$ cat src/rtl/ap_sat_accum.sv
// Saturating signed frame accumulator: sums +/- beats per frame and hands off a clamped result.
// Optional per-frame clamp counter output sat_cnt is enabled with `define AP_SAT_ACCUM_SATCNT_EN.
module ap_sat_accum #(
  parameter int WIDTH = 16
) (
  input  logic                    clk,
  input  logic                    rst_n,
  input  logic                    clr,
  input  logic                    in_valid,
  output logic                    in_ready,
  input  logic signed [WIDTH-1:0] in_data,
  input  logic                    in_sub,
  input  logic                    in_last,
  output logic                    out_valid,
  input  logic                    out_ready,
  output logic signed [WIDTH-1:0] out_data,
`ifdef AP_SAT_ACCUM_SATCNT_EN
  output logic [7:0]              sat_cnt,
`endif
  output logic                    out_sat
);

  localparam logic signed [WIDTH-1:0] SAT_MAX = {1'b0, {(WIDTH-1){1'b1}}};
  localparam logic signed [WIDTH-1:0] SAT_MIN = {1'b1, {(WIDTH-1){1'b0}}};

  typedef enum logic {ACC = 1'b0, DONE = 1'b1} state_e;

  state_e                  state_q, state_d;
  logic signed [WIDTH-1:0] acc_q, acc_d;
  logic                    sat_q, sat_d;
  logic                    accept;
  logic signed [WIDTH:0]   sum;
  logic                    ovf;
  logic signed [WIDTH-1:0] step_val;

  // One extra bit holds any single add/sub exactly; disagreement of the top two bits means clamp.
  always_comb begin
    sum      = in_sub ? ({acc_q[WIDTH-1], acc_q} - {in_data[WIDTH-1], in_data})
                      : ({acc_q[WIDTH-1], acc_q} + {in_data[WIDTH-1], in_data});
    ovf      = sum[WIDTH] ^ sum[WIDTH-1];
    step_val = ovf ? (sum[WIDTH] ? SAT_MIN : SAT_MAX) : sum[WIDTH-1:0];
  end

  assign accept = in_valid && in_ready;

  always_ff @(posedge clk or negedge rst_n) begin
    if (!rst_n) begin
      state_q <= ACC;
      acc_q   <= '0;
      sat_q   <= 1'b0;
    end else begin
      state_q <= state_d;
      acc_q   <= acc_d;
      sat_q   <= sat_d;
    end
  end

  always_comb begin
    state_d = state_q;
    acc_d   = acc_q;
    sat_d   = sat_q;
    if (clr) begin
      state_d = ACC;
      acc_d   = '0;
      sat_d   = 1'b0;
    end else begin
      case (state_q)
        ACC: if (accept) begin
          acc_d = step_val;
          sat_d = sat_q | ovf;
          if (in_last) state_d = DONE;
        end
        DONE: if (out_ready) begin
          state_d = ACC;
          acc_d   = '0;
          sat_d   = 1'b0;
        end
        default: state_d = ACC;
      endcase
    end
  end

  always_comb begin
    in_ready  = (state_q == ACC) && !clr;
    out_valid = (state_q == DONE);
    out_data  = acc_q;
    out_sat   = sat_q;
  end

`ifdef AP_SAT_ACCUM_SATCNT_EN
  logic [7:0] cnt_q, cnt_d;

  // Cleared on exactly the same events as the sticky bit.
  always_comb begin
    cnt_d = cnt_q;
    if (clr || (state_q == DONE && out_ready)) cnt_d = '0;
    else if (accept && ovf && cnt_q != 8'hFF) cnt_d = cnt_q + 8'd1;
  end

  always_ff @(posedge clk or negedge rst_n) begin
    if (!rst_n) cnt_q <= '0;
    else        cnt_q <= cnt_d;
  end

  assign sat_cnt = cnt_q;
`endif

endmodule
$ cat config.mk
export PLATFORM = sky130hd
export DESIGN_NAME = ap_sat_accum
export DESIGN_NICKNAME = d
export VERILOG_FILES = /design/src/rtl/ap_sat_accum.sv
export SDC_FILE = /design/constraint.sdc
export NUM_CORES = 1
export LEC_CHECK = 0
export CORE_MARGIN = 2
export CORE_UTILIZATION = 30
export CTS_BUF_LIST = sky130_fd_sc_hd__clkbuf_16
export DETAILED_ROUTE_END_ITERATION = 10
export PLACE_DENSITY = 0.64
export SLEW_MARGIN = 30
export SYNTH_ARGS = -nofsm -noshare
export SYNTH_HDL_FRONTEND = slang
export SYNTH_SLANG_ARGS = --single-unit
$ cat constraint.sdc
create_clock -name clk -period 3.45 [get_ports clk]
set_clock_uncertainty 0.15 [all_clocks]
set_input_delay 0.8625 -clock clk [delete_from_list [all_inputs] [get_ports clk]]
set_output_delay 0.8625 -clock clk [all_outputs]
set_load 0.02 [all_outputs]
After elaboration in Yosys (flattened, before gate mapping)
Index checks and enable logic that the tools add are counted.
- $add $sub $neg: 2
- equality and inequality tests: 2
- multiplexer cells: 16
- bitwise operators: 3
- reduce and logical (&&, ||, !) cells: 4
- operator list (operator ; number):
    16-bit two-way mux ; 5
    16-bit one-hot mux with 2 select lines ; 1
    16-bit by 16-bit adder with 17-bit output ; 1
    17-bit two-way mux ; 1
    16-bit by 16-bit subtractor with 17-bit output ; 1
    1-bit two-way mux ; 7
    3-bit != test (second input constant) ; 2
    1-bit one-hot mux with 2 select lines ; 2
    1-bit logical AND ; 2
    2-bit AND reduction ; 1
    1-bit logical NOT ; 1
    1-bit NOT ; 1
    1-bit OR ; 1
    1-bit XOR ; 1
- register bits after elaboration: 18
- input port bits: 23
- output and inout bits: 19

Depth between registers and ports, before layout
- word-level depth: 7
- depth in mapped cells: 16
- gate-level depth less buffers: 14

Worst setup path before layout
OpenSTA, ideal clock, no wires.
- kind: input -> register
- from: input in_data[2]
- to: register sat_q, in the netlist out_sat
- setup time: 0.124 ns
- arrival: 3.871 ns
- data required time: 3.176 ns
- setup slack: -0.695 ns
- stages: 15
- path through: nor3_1 nand2b_1 or4_1 nor2_1 a21oi_1 xnor2_1 ha_1 o21ai_0 a22oi_1 nand2_1 o21ai_0 xnor2_1 clkbuf_1 nor2_1 o31a_1
- word-level cells in the longest chain between the ends: 7
- elaborated cells on any way between the ends: 8
- classes of those cells: add/sub (2); mux (4); bitwise (2)
- ends and longest elaborated chain (element ; line ; text):
    from (decl) ; 11 ; input logic signed [WIDTH-1:0] in_data,
    16-bit by 16-bit adder with 17-bit output or 16-bit by 16-bit subtractor with 17-bit output (tied branches) ; 39, 38 ;
    17-bit two-way mux (*) ; 38 ; sum = in_sub ? ({acc_q[WIDTH-1], acc_q} - {in_data[WIDTH-1], in_data})
    1-bit XOR (*) ; 40 ; ovf = sum[WIDTH] ^ sum[WIDTH-1];
    1-bit OR (*) ; 70 ; sat_d = sat_q | ovf;
    1-bit two-way mux (*) ; 68 ; ACC: if (accept) begin
    1-bit one-hot mux with 2 select lines (*) ; 67 ; case (state_q)
    1-bit two-way mux (*) ; 62 ; if (clr) begin
    to (signal assigned) ; 54 ; sat_q <= sat_d;
    to (decl) ; 30 ; logic sat_q, sat_d;
Every way passes the cells marked *; elsewhere a longest branch is shown, timed or not. The select of a mux whose other input is x is not followed.
A chain may end at the register's enable or synchronous reset.

Final worst setup path
- from: input in_data[6]
- to: register acc_q[6], in the netlist out_data[6]
- word-level cells in the longest chain between the ends: 7
- elaborated cells on any way between the ends: 9
- classes of those cells: add/sub (2); mux (6); bitwise (1)
- ends and longest elaborated chain (element ; line ; text):
    16-bit by 16-bit adder with 17-bit output or 16-bit by 16-bit subtractor with 17-bit output (tied branches) ; 39, 38 ;
    17-bit two-way mux (*) ; 38 ;
    16-bit two-way mux or 1-bit XOR (tied branches) ; 41, 40 ;
    16-bit two-way mux (*) ; 41 ; step_val = ovf ? (sum[WIDTH] ? SAT_MIN : SAT_MAX) : sum[WIDTH-1:0];
    16-bit two-way mux (*) ; 68 ;
    16-bit one-hot mux with 2 select lines (*) ; 67 ;
    16-bit two-way mux (*) ; 62 ;
    to (signal assigned) ; 49 ; acc_q <= '0;
    to (signal assigned) ; 53 ; acc_q <= acc_d;
    to (decl) ; 29 ; logic signed [WIDTH-1:0] acc_q, acc_d;
Marks and branches as above.

==> results.txt <==
detailed-route wire length per cell: 14.6 um
Hold WC Path Type: reg2reg
fraction of layout instances using a drive strength above 1: 33.9%
Post-synth top flop: dfrtp_1
final std cells w/o fill: 443
NumNets Final: 408
status: finished, violations left
DRT Wirelength: 6460 um
asr flop ratio synth: 100%
Synth Area per Inst: 7.86 sq um
Final Instance Area: 0.00335 sq mm
Final Worst Setup Slack: -0.559 ns
Die Ht: 85.7 um
fillers: 596
Post-synth EDFFs: 0
post-synthesis cell type count: 41
Synth Instances: 255
diodes inserted: 0
largest net degree at the start of global routing: 19
Post-DRT Antenna Nets: 0
RSZ-0062 raised after global routing: yes
io pins: 42
grt ovf: 0
area grow syn2layout: 67.2%
violated checks: setup timing
Seq/Total Area, Yosys: 22.5%
area leader, netlist: dfrtp_1
final period utilization: 116%
Worst slew margin: 48.6%
Reg clk slew, reported paths: 0.06 ns
Critical Path RT: 3.45 ns
Initial Utilization: 31.2%
CP max FO: 4
Die Area: 0.00735 sq mm
hold depth: 2
Startpoint Class: input pin
#FFs+latches synth: 18
drt pass-1 iters: 6
Num CTS Buffers: 3
pwr dens: 834 mW/mm^2
final setup fails: 17
Hold WS: 0.373 ns
post-layout power: 0.00280 W
Via-to-Cell Ratio: 5.08
Total Routing Usage GR: 18.4%
top cell type's share of synthesized area: 22.5%
Hold Fails Final Rpt: 0
H-tree levels: 1
Worst EP arrival: 4.01 ns
max_cap viols: 0
CTS tree: built
Port Buffers: 41
vias in the first global route: 2287
synth warn: 0
detailed placer's ending HPWL: 4910 um
global-route wire length before repair: 10700 um
Leakage: 1.49 nW
Clock Latency Late Sink: 0.26 ns
Crit. End Element: flop
Root Buffer Master: clkbuf_16
Area after DPL: 0.00300 sq mm
Mapped Nets: 296
clk sinks: 18
Site Rows: 29
critical path type: in2reg
Core ar.: 0.00642 sq mm
Syn Std Cell Area: 0.00200 sq mm
path depth of the worst reg2reg path: 13
Min Clock Period, post-route: 4.01 ns
GPL Wtd Cong: 0.917
Peak VDD IR: 0.446 mV
DR vias: 2252
DP Cell Count: 428
clk buf depth: 2
Worst Max-Slew Pin Slew: 0.770 ns
Max Transition Viols Final: 0
antenna violations before repair: 0
# DRC: 0
Max Clock Freq: 249 MHz
DRT iter0 DRCs: 93
die extent in x: 85.7 um
Synth area leaders: dfrtp_1 22%, ha_1 11%, xnor2_1 9.2%
[logic make-up after synthesis]
family          after synthesis  share of synthesized area [%]
simple gates                 84                           20.0
compound gates               73                           21.1
xor+xnor                     31                           13.9
fa+ha+maj                    30                           18.1
buf+inv                      18                           3.81
flops                        18                           22.5
mux                           1                          0.562
[per-layer routing]
layer | up-vias | share of wire, % | GRT usage, %
met2 | 40 | 50 | 31.3
li1 | 1120 | - | -
met1 | 1077 | 45 | 23.9
met4 | 0 | 2.7 | 7.36
met5 | - | 0 | 0
met3 | 15 | 2.3 | 1.73
[flip-flops by register name (all words and copies together) (netlist names)]
name	cells
out_data	16
out_sat	1
out_valid	1
[what timing repair did]
action,4_1_cts,5_1_grt
cloned,1,0
buffers inserted,6,4
pin swaps,35,16
resized for setup,53,11
endpoints found under the setup margin,17,17
hold buffers,0,0
[layout by cell type (no fill, tap or decap), drive strengths merged, types with 2 or more instances in the layout]
cell,netlist,layout
buf,2,76
nand2,32,32
clkdlybuf4s50,0,30
a21oi,29,29
nor2,23,23
o21ai,23,23
xnor2,22,22
dfrtp,18,18
ha,17,17
maj3,12,12
inv,11,11
xor2,9,9
nand2b,6,6
nor2b,5,5
o211ai,5,5
dlygate4sd2,0,5
nand3,4,4
nor3,4,4
a21o,3,3
o21bai,3,3
clkbuf,5,3
or4,2,2
a31oi,2,2
o21a,2,2
clkdlybuf4s15,0,2
nor3b,2,2
and3,2,2
[Yosys cell counts, drive strengths merged, types with 2 or more instances]
master and count:
xor2 9, o21a 2, or4 2, o211ai 5, nor2 23, buf 2
nand2 32, a31oi 2, clkbuf 5, maj3 12, dfrtp 18, a21oi 29
a21o 3, nor3b 2, nor2b 5, xnor2 22, and3 2, o21bai 3
ha 17, nand3 4, o21ai 23, nand2b 6, inv 11, nor3 4
[stage by stage]
| stage | setup TNS (ns) | setup WS [ns] | utilization (%) |
|---|---|---|---|
| 6_report | -8.44 | -0.559 | 52.2 |
| 5_1_grt | -11.07 | -0.693 | 52.2 |
| 3_5_place_dp | -19.63 | -1.20 | 46.8 |
| 2_1_floorplan | -7.41 | -0.530 | - |
| 4_1_cts | -9.43 | -0.614 | 51.0 |
| 3_3_place_gp | -18.24 | -1.12 | 46.7 |
[final cells by class]
type                       instances  area [sq um]  share of cell area, %
tap                               77          96.3                   2.87
clock buffer                       3          75.1                   2.24
inverter                          11          41.3                   1.23
sequential                        18           450                   13.4
timing repair buffer             114          1010                   30.0
clock inverter                     1          3.75                  0.112
multi-input combinational        219          1680                   50.1
[worst max-delay path: stages]
cell	delay (ns)
dlygate4sd2_1	0.27
or4_4	0.56
nor2_4	0.18
a21oi_2	0.07
xnor2_1	0.13
ha_1	0.33
buf_6	0.13
a21o_1	0.18
a21o_1	0.16
a21oi_2	0.11
o211ai_1	0.09
buf_4	0.17
buf_6	0.12
xor2_4	0.16
maj3_2	0.31
a22o_1	0.17
[power by group]
group	total, W	switching (W)	internal [W]
combinational	0.00217	0.00101	0.00116
sequential	0.000376	0.0000848	0.000291
clock	0.000251	0.0000960	0.000155
[worst paths after layout]
check / startpoint / to / slack, ns
worst min-delay path: out_data[0] / out_data[0] / 0.37
worst max register to register: out_data[0] / out_data[7] / 0.48
worst min register to register: out_data[0] / out_data[0] / 0.37
min in group asynchronous: rst_n / out_data[8] / 0.80
max in group asynchronous: rst_n / out_data[0] / 2.13
worst max-delay path: in_data[6] / out_data[6] / -0.56
No activity file was read; power rests on OpenSTA's default activity.
